$ cat src/rtl/mfp_irq_ctrl_if.sv
// Bus interface of the MFP interrupt controller: register port, source
// inputs and interrupt-acknowledge handshake. The slave modport is the
// controller side, the master modport is the CPU/source side.
interface mfp_irq_ctrl_if;
    logic [15:0] SRC_I;
    logic [3:0]  ADDR;
    logic        WE;
    logic [7:0]  DAT_I;
    logic [7:0]  DAT_O;
    logic        IACK_I;
    logic        ACK_O;
    logic [7:0]  VECTOR_O;
    logic        IRQ_O;

    modport slave (
        input  SRC_I, ADDR, WE, DAT_I, IACK_I,
        output DAT_O, ACK_O, VECTOR_O, IRQ_O
    );

    modport master (
        output SRC_I, ADDR, WE, DAT_I, IACK_I,
        input  DAT_O, ACK_O, VECTOR_O, IRQ_O
    );
endinterface

$ cat src/rtl/mfp_irq_ctrl.sv
// MFP-style 16-channel prioritised interrupt controller.
// Rising edges on enabled sources set pending bits; pending & mask bits
// compete on channel number (15 highest). An acknowledge latches a vector
// {VR[7:4], channel} and retires the winning pending bit.
// Optional in-service tracking is enabled by defining MFP_IRQ_ISR_EN; without
// it ISR does not exist, VR[3] reads 0 and every acknowledge is an automatic
// end-of-interrupt.
module mfp_irq_ctrl #(
    parameter logic [7:0] VEC_RESET = 8'h00
) (
    input  logic              CLK,
    input  logic              RST,
    mfp_irq_ctrl_if.slave     bus
);
    localparam logic [3:0] A_IERA = 4'd0;
    localparam logic [3:0] A_IERB = 4'd1;
    localparam logic [3:0] A_IPRA = 4'd2;
    localparam logic [3:0] A_IPRB = 4'd3;
    localparam logic [3:0] A_ISRA = 4'd4;
    localparam logic [3:0] A_ISRB = 4'd5;
    localparam logic [3:0] A_IMRA = 4'd6;
    localparam logic [3:0] A_IMRB = 4'd7;
    localparam logic [3:0] A_VR   = 4'd8;

    logic [15:0] ier_r, ipr_r, imr_r, src_q_r;
    logic [7:3]  vr_r;
    logic        ack_r, irq_r;
    logic [7:0]  vector_r;

    logic [15:0] ier_n_s, ipr_n_s, imr_n_s;
    logic [7:3]  vr_n_s;
    logic [15:0] req_s, cand_s, edge_s;
    logic        win_valid_s, accept_s;
    logic [3:0]  win_idx_s;
    logic [7:0]  dat_o_s;

`ifdef MFP_IRQ_ISR_EN
    logic [15:0] isr_r, isr_n_s;

    // Marks the highest set bit and every bit below it; the complement is
    // the set of channels allowed to preempt the current service level.
    function automatic logic [15:0] smear_down(input logic [15:0] v);
        logic [15:0] s;
        s[15] = v[15];
        for (int i = 14; i >= 0; i--) begin
            s[i] = v[i] | s[i+1];
        end
        return s;
    endfunction
`endif

    // Priority resolution, edge detection and acknowledge qualification.
    always_comb begin
        req_s = ipr_r & imr_r;
`ifdef MFP_IRQ_ISR_EN
        cand_s = req_s & ~smear_down(isr_r);
`else
        cand_s = req_s;
`endif
        win_valid_s = |cand_s;
        win_idx_s   = 4'd0;
        for (int i = 0; i < 16; i++) begin
            win_idx_s = cand_s[i] ? i[3:0] : win_idx_s;
        end
        accept_s = bus.IACK_I & win_valid_s;
        edge_s   = bus.SRC_I & ~src_q_r & ier_r;
    end

    // Next-state of the register file: writes first, then acknowledge
    // effects, then source edges so that a new edge always wins over a clear.
    always_comb begin
        ier_n_s = ier_r;
        ipr_n_s = ipr_r;
        imr_n_s = imr_r;
        vr_n_s  = vr_r;
`ifdef MFP_IRQ_ISR_EN
        isr_n_s = isr_r;
`endif
        if (bus.WE) begin
            case (bus.ADDR)
                A_IERA: begin
                    ier_n_s[15:8] = bus.DAT_I;
                    ipr_n_s[15:8] = ipr_r[15:8] & bus.DAT_I;
                end
                A_IERB: begin
                    ier_n_s[7:0] = bus.DAT_I;
                    ipr_n_s[7:0] = ipr_r[7:0] & bus.DAT_I;
                end
                A_IPRA: ipr_n_s[15:8] = ipr_r[15:8] & bus.DAT_I;
                A_IPRB: ipr_n_s[7:0]  = ipr_r[7:0] & bus.DAT_I;
`ifdef MFP_IRQ_ISR_EN
                A_ISRA: isr_n_s[15:8] = isr_r[15:8] & bus.DAT_I;
                A_ISRB: isr_n_s[7:0]  = isr_r[7:0] & bus.DAT_I;
`endif
                A_IMRA: imr_n_s[15:8] = bus.DAT_I;
                A_IMRB: imr_n_s[7:0]  = bus.DAT_I;
                A_VR: begin
`ifdef MFP_IRQ_ISR_EN
                    vr_n_s  = bus.DAT_I[7:3];
                    // Dropping the S bit abandons all in-service tracking.
                    isr_n_s = bus.DAT_I[3] ? isr_r : 16'h0000;
`else
                    vr_n_s  = {bus.DAT_I[7:4], 1'b0};
`endif
                end
                default: vr_n_s = vr_r;
            endcase
        end else begin
            vr_n_s = vr_r;
        end
        ipr_n_s = ipr_n_s & ~(accept_s ? (16'h0001 << win_idx_s) : 16'h0000);
`ifdef MFP_IRQ_ISR_EN
        isr_n_s = isr_n_s | ((accept_s & vr_r[3]) ? (16'h0001 << win_idx_s) : 16'h0000);
`endif
        ipr_n_s = ipr_n_s | edge_s;
    end

    // State and output registers; reset preloads the source copy high so a
    // source that is already high is not seen as a fresh edge.
    always_ff @(posedge CLK) begin
        if (RST) begin
            ier_r    <= 16'h0000;
            ipr_r    <= 16'h0000;
            imr_r    <= 16'h0000;
`ifdef MFP_IRQ_ISR_EN
            isr_r    <= 16'h0000;
            vr_r     <= VEC_RESET[7:3];
`else
            vr_r     <= {VEC_RESET[7:4], 1'b0};
`endif
            src_q_r  <= 16'hFFFF;
            irq_r    <= 1'b0;
            ack_r    <= 1'b0;
            vector_r <= 8'h00;
        end else begin
            ier_r    <= ier_n_s;
            ipr_r    <= ipr_n_s;
            imr_r    <= imr_n_s;
`ifdef MFP_IRQ_ISR_EN
            isr_r    <= isr_n_s;
`endif
            vr_r     <= vr_n_s;
            src_q_r  <= bus.SRC_I;
            // The acknowledged channel is retiring, so the request drops now.
            irq_r    <= win_valid_s & ~accept_s;
            ack_r    <= accept_s;
            vector_r <= accept_s ? {vr_r[7:4], win_idx_s} : vector_r;
        end
    end

    // Register read-back multiplexer.
    always_comb begin
        dat_o_s = 8'h00;
        case (bus.ADDR)
            A_IERA: dat_o_s = ier_r[15:8];
            A_IERB: dat_o_s = ier_r[7:0];
            A_IPRA: dat_o_s = ipr_r[15:8];
            A_IPRB: dat_o_s = ipr_r[7:0];
`ifdef MFP_IRQ_ISR_EN
            A_ISRA: dat_o_s = isr_r[15:8];
            A_ISRB: dat_o_s = isr_r[7:0];
`endif
            A_IMRA: dat_o_s = imr_r[15:8];
            A_IMRB: dat_o_s = imr_r[7:0];
            A_VR:   dat_o_s = {vr_r, 3'b000};
            default: dat_o_s = 8'h00;
        endcase
    end

    assign bus.DAT_O    = dat_o_s;
    assign bus.ACK_O    = ack_r;
    assign bus.VECTOR_O = vector_r;
    assign bus.IRQ_O    = irq_r;
endmodule

$ cat src/flat_wrapper.sv
// flat-port wrapper written by rule: the top's interface ports become plain ports
module mfp_irq_ctrl_flat 
#(
    parameter logic [7:0] VEC_RESET = 8'h00
)
  (CLK, RST, bus_SRC_I, bus_ADDR, bus_WE, bus_DAT_I, bus_IACK_I, bus_DAT_O, bus_ACK_O, bus_VECTOR_O, bus_IRQ_O);
  mfp_irq_ctrl_if bus_i ();
  input  logic CLK;
  input  logic RST;
  input wire logic [$bits(bus_i.SRC_I)-1:0] bus_SRC_I;
  input wire logic [$bits(bus_i.ADDR)-1:0] bus_ADDR;
  input wire logic [$bits(bus_i.WE)-1:0] bus_WE;
  input wire logic [$bits(bus_i.DAT_I)-1:0] bus_DAT_I;
  input wire logic [$bits(bus_i.IACK_I)-1:0] bus_IACK_I;
  output wire logic [$bits(bus_i.DAT_O)-1:0] bus_DAT_O;
  output wire logic [$bits(bus_i.ACK_O)-1:0] bus_ACK_O;
  output wire logic [$bits(bus_i.VECTOR_O)-1:0] bus_VECTOR_O;
  output wire logic [$bits(bus_i.IRQ_O)-1:0] bus_IRQ_O;
  assign bus_i.SRC_I = bus_SRC_I;
  assign bus_i.ADDR = bus_ADDR;
  assign bus_i.WE = bus_WE;
  assign bus_i.DAT_I = bus_DAT_I;
  assign bus_i.IACK_I = bus_IACK_I;
  assign bus_DAT_O = bus_i.DAT_O;
  assign bus_ACK_O = bus_i.ACK_O;
  assign bus_VECTOR_O = bus_i.VECTOR_O;
  assign bus_IRQ_O = bus_i.IRQ_O;
  mfp_irq_ctrl #(.VEC_RESET(VEC_RESET)) u_core (.CLK(CLK), .RST(RST), .bus(bus_i));
endmodule
$ cat config.mk
export PLATFORM = sky130hd
export DESIGN_NAME = mfp_irq_ctrl_flat
export DESIGN_NICKNAME = d
export VERILOG_FILES = /design/src/rtl/mfp_irq_ctrl_if.sv /design/src/rtl/mfp_irq_ctrl.sv /design/src/flat_wrapper.sv
export SDC_FILE = /design/constraint.sdc
export NUM_CORES = 1
export LEC_CHECK = 0
export CAP_MARGIN = 20
export CORE_MARGIN = 5
export CORE_UTILIZATION = 30
export CTS_CLUSTER_SIZE = 28
export DETAILED_ROUTE_END_ITERATION = 7
export DONT_BUFFER_PORTS = 1
export SLEW_MARGIN = 5
export SYNTH_ARGS = -nofsm -noshare
export SYNTH_HDL_FRONTEND = slang
export SYNTH_SLANG_ARGS = --single-unit
$ cat constraint.sdc
create_clock -name CLK -period 1.75 [get_ports CLK]
set_input_delay 0.2625 -clock CLK [delete_from_list [all_inputs] [get_ports CLK]]
set_output_delay 0.2625 -clock CLK [all_outputs]
set_load 0.1 [all_outputs]
* Word level (Yosys, flattened, before mapping) *
Index checks and enable logic that the tools add are counted.

word-level totals
  register bits = 78
  input bits = 32
  output and inout port bits = 18
  word-level logic and storage cells = 58

cells by class
  eq/ne operators = 6
  shift operators = 1
  mux-type cells = 20
  bitwise logic cells = 12
  reduce and logical (&&, ||, !) cells = 9

operator list
  cell                    number
  $and A16 B16 Y16        4
  $mux W4                 14
  $pmux W8 S7             1
  $mux W16                2
  $not A16 Y16            2
  $and A8 B8 Y8           2
  $mux W8                 2
  $or A16 B16 Y16         1
  $reduce_or A16 Y1       1
  $shl A1 B4 Y16 const A  1
  $reduce_and A2 Y1       5
  $eq A4 B2 Y1 const B    2
  $eq A4 B3 Y1 const B    2
  $eq A4 B1 Y1 const B    1
  $eq A4 B4 Y1 const B    1
  $logic_not A4 Y1        1
  $reduce_or A2 Y1        2
  $and A1 B1 Y1           2
  $mux W1                 1
  $not A1 Y1              1

* Logic depth before layout (Yosys ltp) *
Gate-level depths: netlist (run 1).

  depth after elaboration = 21
  mapped depth = 7
  gate-level depth less buffers = 6

* Worst setup path after synthesis (run 1) *
OpenSTA, ideal clock, no wires.

  path kind = in2out
  start point = input bus_ADDR[1]
  end point = output bus_DAT_O[5]
  arrival time = 2.381 ns
  data required time = 1.487 ns
  slack = -0.893 ns
  stages = 4
  path buffers = 2
  cells stage by stage = buf_2 > clkbuf_1 > mux2i_1 > o221ai_1

on the way
  longest elaborated chain between the ends = 2

RTL lines
  what                                        RTL line             RTL
  start: declaration                          flat_wrapper.sv:11   input wire logic [$bits(bus_i.ADDR)-1:0] bus_ADDR;
  $eq A4 B4 Y1, or another cell as far along  mfp_irq_ctrl.sv:154  case (bus.ADDR)
  $pmux W8 S7 (*)                             mfp_irq_ctrl.sv:154
  end: declaration                            flat_wrapper.sv:15   output wire logic [$bits(bus_i.DAT_O)-1:0] bus_DAT_O;

Every way passes the cells marked *; elsewhere a longest branch is shown, timed or not.

* Final worst setup path (run 1) *
  start point = register u_core.imr_r[9]
  end point = output bus_DAT_O[1]

on the way
  longest elaborated chain between the ends = 1

RTL lines
  what                      RTL line             RTL
  start: declaration        mfp_irq_ctrl.sv:25   logic [15:0] ier_r, ipr_r, imr_r, src_q_r;
  start signal: assignment  mfp_irq_ctrl.sv:138  imr_r <= imr_n_s;
  $pmux W8 S7               mfp_irq_ctrl.sv:154

No other way between the ends.

==> impl_metrics.ini, run 1 <==
[worst_hold_path]
hp-class = in2reg

[pwr]
power_density_nw_per_um2 = 840
power.leakage_uw = 0.00203
ir_worst_vdd_mv = 0.474

[clock_network]
cts_buffers = 9
cts_tree = built
ctsLongestPathBuffers = 2
cts.sinks = 78
path_clk_slew_ns = 0.07
insertion_delay_ns = 0.34
root_buffer = clkbuf_16
htreeDepth = 3

[finish]
fillerInstances = 1125
fin_util = 0.419
final_common_cell = dfxtp_1
final_nets = 495
final_cell_mix = 64 x dfxtp_1, 54 x buf_4, 50 x mux2i_1
multi_input_area_um2 = 2140
postLayoutCellArea_um2 = 4990
final-seq-area_um2 = 1580
synthToLayoutAreaGrowth_pct = 38.0
antenna_cells = 0
drive_above_1_share = 0.316

[timing]
maxSlewViolCount = 0
period_needed_ns = 1.85
finalHoldViolCount = 1
relSlewSlack = 0.434
rsz0062_at_grt = yes
fin_ws_ns = -0.104
worst_pin_slew_ns = 0.847
max_freq_ghz = 0.539
holdWs_ns = -0.000881
period_share = 1.06
clock_skew_ns = 0.00921
setup_viol = 13

[place]
pre_cts_ws_ns = -0.0991
place.gp.congestion = 0.838
placed_area_um2 = 4370
io_buffers = 0
dp_hpwl_um = 8030

[yosys]
ys.warnings.count = 0
syn-num-nets = 432
synth-seq-area-share = 0.432
netlist_area_um2 = 3610
synth_area_per_cell_um2 = 9.03
synthCells = 400
synth_seq_cells = 78
synthArstFlopShare = 0
synth-main-ff-cell = dfxtp_1
synth_cell_type_count = 44
synth-edff-count = 0

[grt]
antenna_found_initial = 0
grt_pass1_wl_um = 17600
grt_remaining_overflow = 0
grt_max_degree = 55
track_usage = 0.156
grt_pass1_vias = 3234

[critical_path]
required_ns = 1.49
critPathTopFamily = compound AO/OA/AOI/OAI gates
critical_path_buf_inv_count = 2
critPathCaptureType = primary output
cp-start-kind = flip-flop
criticalPathCategory = reg2out
slowest_stage = a221o_4
cp_data_arrival_time_ns = 1.59
slowest_delay_ns = 0.40
path_max_fanout = 3
crit_path_cell_trace = buf_6 -> mux2i_1 -> o21ai_1 -> a221o_4 -> buf_12

[route]
vias = 3269
wl_per_cell_um = 18.5
drt_wl_total_um = 11400
drtIter0Drc = 287
drc = 0
via_per_inst = 5.32
drt_first_pass_iters = 4
drtAntennaViolNets = 0

[run]
cap_violations = 0

[floorplan]
start_util = 0.303
die-area_um2 = 14300
pin_count = 50
die_x_um = 120
fp.dieH_um = 120
core_um2 = 11900
num_rows = 40

[run_status]
violations = negative hold slack, negative setup slack
status = complete, but fails checks
flip-flops by register name, summed over array words and instances (netlist names):
| name | flops |
|---|---|
| u_core.bus.IRQ_O | 1 |
| u_core.imr_r | 16 |
| u_core.vr_r | 4 |
| u_core.bus.ACK_O | 1 |
| u_core.bus.VECTOR_O | 8 |
| u_core.ier_r | 16 |
| u_core.ipr_r | 16 |
| u_core.src_q_r | 16 |
worst register-to-register path, cell delays in order, from the launching register on:
cell	delay (ns)
dfxtp_1	0.31
a22o_1	0.25
a221o_1	0.34
nor4_2	0.18
or2b_1	0.20
buf_12	0.15
mux2i_1	0.20
nor2_1	0.06
metal layers:
layer	wire [um]	track usage	share of wire	up-vias
met5	0	0	0	-
met4	350	0.0651	0.031	0
met3	758	0.0396	0.067	19
met2	5410	0.250	0.47	95
met1	4880	0.200	0.43	1586
li1	-	-	-	1569
cells in the mapped netlist (5+ instances only):
cell type	instances	area (um^2)
mux2i_1	52	521
nor2_1	46	173
o211ai_1	7	52.6
nand4b_1	7	61.3
nand2_1	35	131
nor3_1	6	30.0
or2_2	16	100
nand3b_1	11	82.6
clkbuf_1	17	63.8
o21ai_0	23	115
nand3_1	15	75.1
nor2b_1	5	31.3
a22oi_1	7	52.6
a221o_1	5	50.1
dfxtp_1	78	1560
a21oi_1	18	90.1
buf_2	5	25.0
stage by stage:
| step | power, uW | hold WS, ns | setup TNS, ns | std cells |
|---|---|---|---|---|
| 2_1_floorplan | 2000 | 0.369 | 0 | 400 |
| 3_3_place_gp | 1990 | 0.344 | -0.389 | 587 |
| 3_5_place_dp | 2000 | 0.346 | -0.704 | 587 |
| 4_1_cts | 4200 | 0.000365 | -0.504 | 609 |
| 5_1_grt | 4290 | -0.0200 | -2.08 | 615 |
| 6_report | 4190 | -0.000881 | -0.526 | 615 |
worst paths after layout:
kind | start | depth (start not counted) | to | slack [ns]
max | u_core.imr_r[9] | 5 | bus_DAT_O[1] | -0.10
min | RST | 1 | u_core.ipr_r[3] | -0.0009
max reg2reg | u_core.ipr_r[3] | 7 | u_core.bus.VECTOR_O[2] | -0.04
min reg2reg | u_core.bus.VECTOR_O[3] | 2 | u_core.bus.VECTOR_O[3] | 0.47
power breakdown:
part | leakage, uW | switching (uW) | internal (uW) | total (uW)
registers | 0.000641 | 14.6 | 1810 | 1820
logic | 0.00123 | 82.2 | 75.8 | 158
clock network | 0.000168 | 740 | 1470 | 2210
total | 0.00203 | 837 | 3350 | 4190
kinds of logic after synthesis:
| kind of cell | Yosys count | share of synthesized area |
|---|---|---|
| simple gates | 155 | 0.219 |
| compound gates | 87 | 0.170 |
| flops | 78 | 0.432 |
| mux | 53 | 0.147 |
| buf+inv | 27 | 0.0319 |
layout make-up:
cell class,instances,area share
clock buffers,11,0.0507
clock inverters,5,0.0211
inverters,4,0.00301
multi-input cells,295,0.429
flip-flops and latches,78,0.317
well taps,147,0.0369
repair buffers,75,0.143
what timing repair did:
| item | in CTS | in global routing |
|---|---|---|
| endpoints found under the setup margin | 19 | 26 |
| hold buffers | 2 | 5 |
| pin swaps | 6 | 11 |
| hold endpoints to repair | 17 | 13 |
| setup buffers | 4 | 1 |
| resized for setup | 19 | 29 |
Note: power is estimated with default switching activity, not from simulation.
==> run 2, diff against run 1 <==
CORE_UTILIZATION = 57   (was 30)
PLACE_DENSITY = 0.75   (was not set)
SLEW_MARGIN = 40   (was 5)
==> run 2 against run 1 <==
Against the previous run:
- the run ends with negative setup slack left
- cell count fell by 13%
- non-clock buffer count down 8
- first-iteration DRC count rose by 19%
- largest cell class unchanged
==> impl_metrics.ini, run 2 (synthesis results as in run 1) <==
[run_status]
status = complete, but fails checks
violations = negative setup slack

[route]
drtAntennaViolNets = 0
drc = 0
drtIter0Drc = 342
drt_first_pass_iters = 5
vias = 3389
via_per_inst = 6.31
wl_per_cell_um = 20.9
drt_wl_total_um = 11200

[pwr]
power_density_nw_per_um2 = 679
ir_worst_vdd_mv = 0.543
total_power_uw = 3270
power.leakage_uw = 0.00193

[clock_network]
cts.sinks = 78
ctsLongestPathBuffers = 2
cts_buffers = 9
htreeDepth = 3
insertion_delay_ns = 0.35
path_clk_slew_ns = 0.08
root_buffer = clkbuf_8
cts_tree = built

[grt]
grt_remaining_overflow = 0
grt_pass1_wl_um = 16600
track_usage = 0.276
grt_pass1_vias = 3233
grt_max_degree = 56
antenna_found_initial = 0

[timing]
rsz0062_at_grt = yes
worst_pin_slew_ns = 0.500
fin_ws_ns = -0.0756
period_needed_ns = 1.83
max_freq_ghz = 0.548
relSlewSlack = 0.666
period_share = 1.04
clock_skew_ns = 0.00554
maxSlewViolCount = 0
setup_viol = 14
finalHoldViolCount = 0

[worst_hold_path]
hp-class = in2reg
min_from = RST

[critical_path]
cp-start-kind = flip-flop
reg2reg_from = u_core.ipr_r[3]
criticalPathCategory = reg2out
critPathCaptureType = primary output
required_ns = 1.49
crit_path_start = u_core.ipr_r[8]
cp_data_arrival_time_ns = 1.56
path_max_fanout = 2

[place]
io_buffers = 0
pre_cts_ws_ns = -0.131
placed_area_um2 = 4200
dp_hpwl_um = 7280
place.gp.congestion = 0.890

[finish]
final_common_cell = dfxtp_1
final_nets = 487
final_cell_mix = 60 x dfxtp_1, 45 x mux2i_1, 45 x nor2_1, 45 x buf_4, 29 x nand2_1
postLayoutCellArea_um2 = 4810
antenna_cells = 0
drive_above_1_share = 0.354
synthToLayoutAreaGrowth_pct = 33.0

[floorplan]
num_rows = 29
core_um2 = 6240
die-area_um2 = 8030
start_util = 0.579
die_x_um = 89.6
fp.dieH_um = 89.6
pin_count = 50

[run]
cap_violations = 0
[run 2: layout make-up]
class	count	area, um^2
Clock buffer	12	155
Clock inverter	4	28.8
Fill cell	433	1440
Inverter	4	15.0
Multi-Input combinational cell	295	2240
Sequential cell	78	1590
Tap cell	77	96.3
Timing Repair Buffer	67	679
[run 2: report_power, final]
group | switching [uW] | total (uW) | internal (uW) | leakage, uW
Sequential | 16.2 | 1820 | 1800 | 0.000643
Clock | 669 | 1270 | 596 | 0.0000890
Combinational | 95.8 | 182 | 86.4 | 0.00120
Total | 781 | 3270 | 2480 | 0.00193
[run 2: worst max-delay path, stage by stage, from the launching register on]
cell and delay, ns:
dfxtp_2 0.33, buf_6 0.12, mux2i_4 0.17, o21ai_2 0.06
a221o_2 0.36, buf_12 0.18
[run 2: worst paths after layout]
check / endpoint / slack, ns / depth (start not counted)
worst max-delay path: bus_DAT_O[0] / -0.08 / 5
worst min-delay path: u_core.ipr_r[10] / 0.01 / 1
worst max register to register: u_core.bus.VECTOR_O[1] / -0.07 / 7
worst min register to register: u_core.bus.VECTOR_O[3] / 0.47 / 2
[run 2: per-stage QoR]
step / utilization / instances / TNS [ns] / hold WS [ns]
2_1_floorplan: - / 400 / 0 / 0.369
3_3_place_gp: 0.673 / 506 / -0.255 / 0.338
3_5_place_dp: 0.673 / 506 / -0.763 / 0.340
4_1_cts: 0.730 / 529 / -0.704 / 0.00200
5_1_grt: 0.770 / 537 / -1.55 / 0.000281
6_report: 0.770 / 537 / -0.606 / 0.0119
[run 2: repair_timing]
action,in CTS,in global routing
cloned,0,1
resized for setup,31,45
pin swaps,8,15
setup buffers,5,2
setup endpoints to repair,19,26
endpoints found under the hold margin,55,4
hold buffers,2,5
[run 2: routing by layer]
metal	global-route usage	up-vias	share of wire	wire length, um
met5	0	-	0	0
met4	0.124	0	0.021	232
met3	0.0748	22	0.082	920
met2	0.428	177	0.48	5420
met1	0.360	1628	0.41	4650
li1	-	1562	-	-
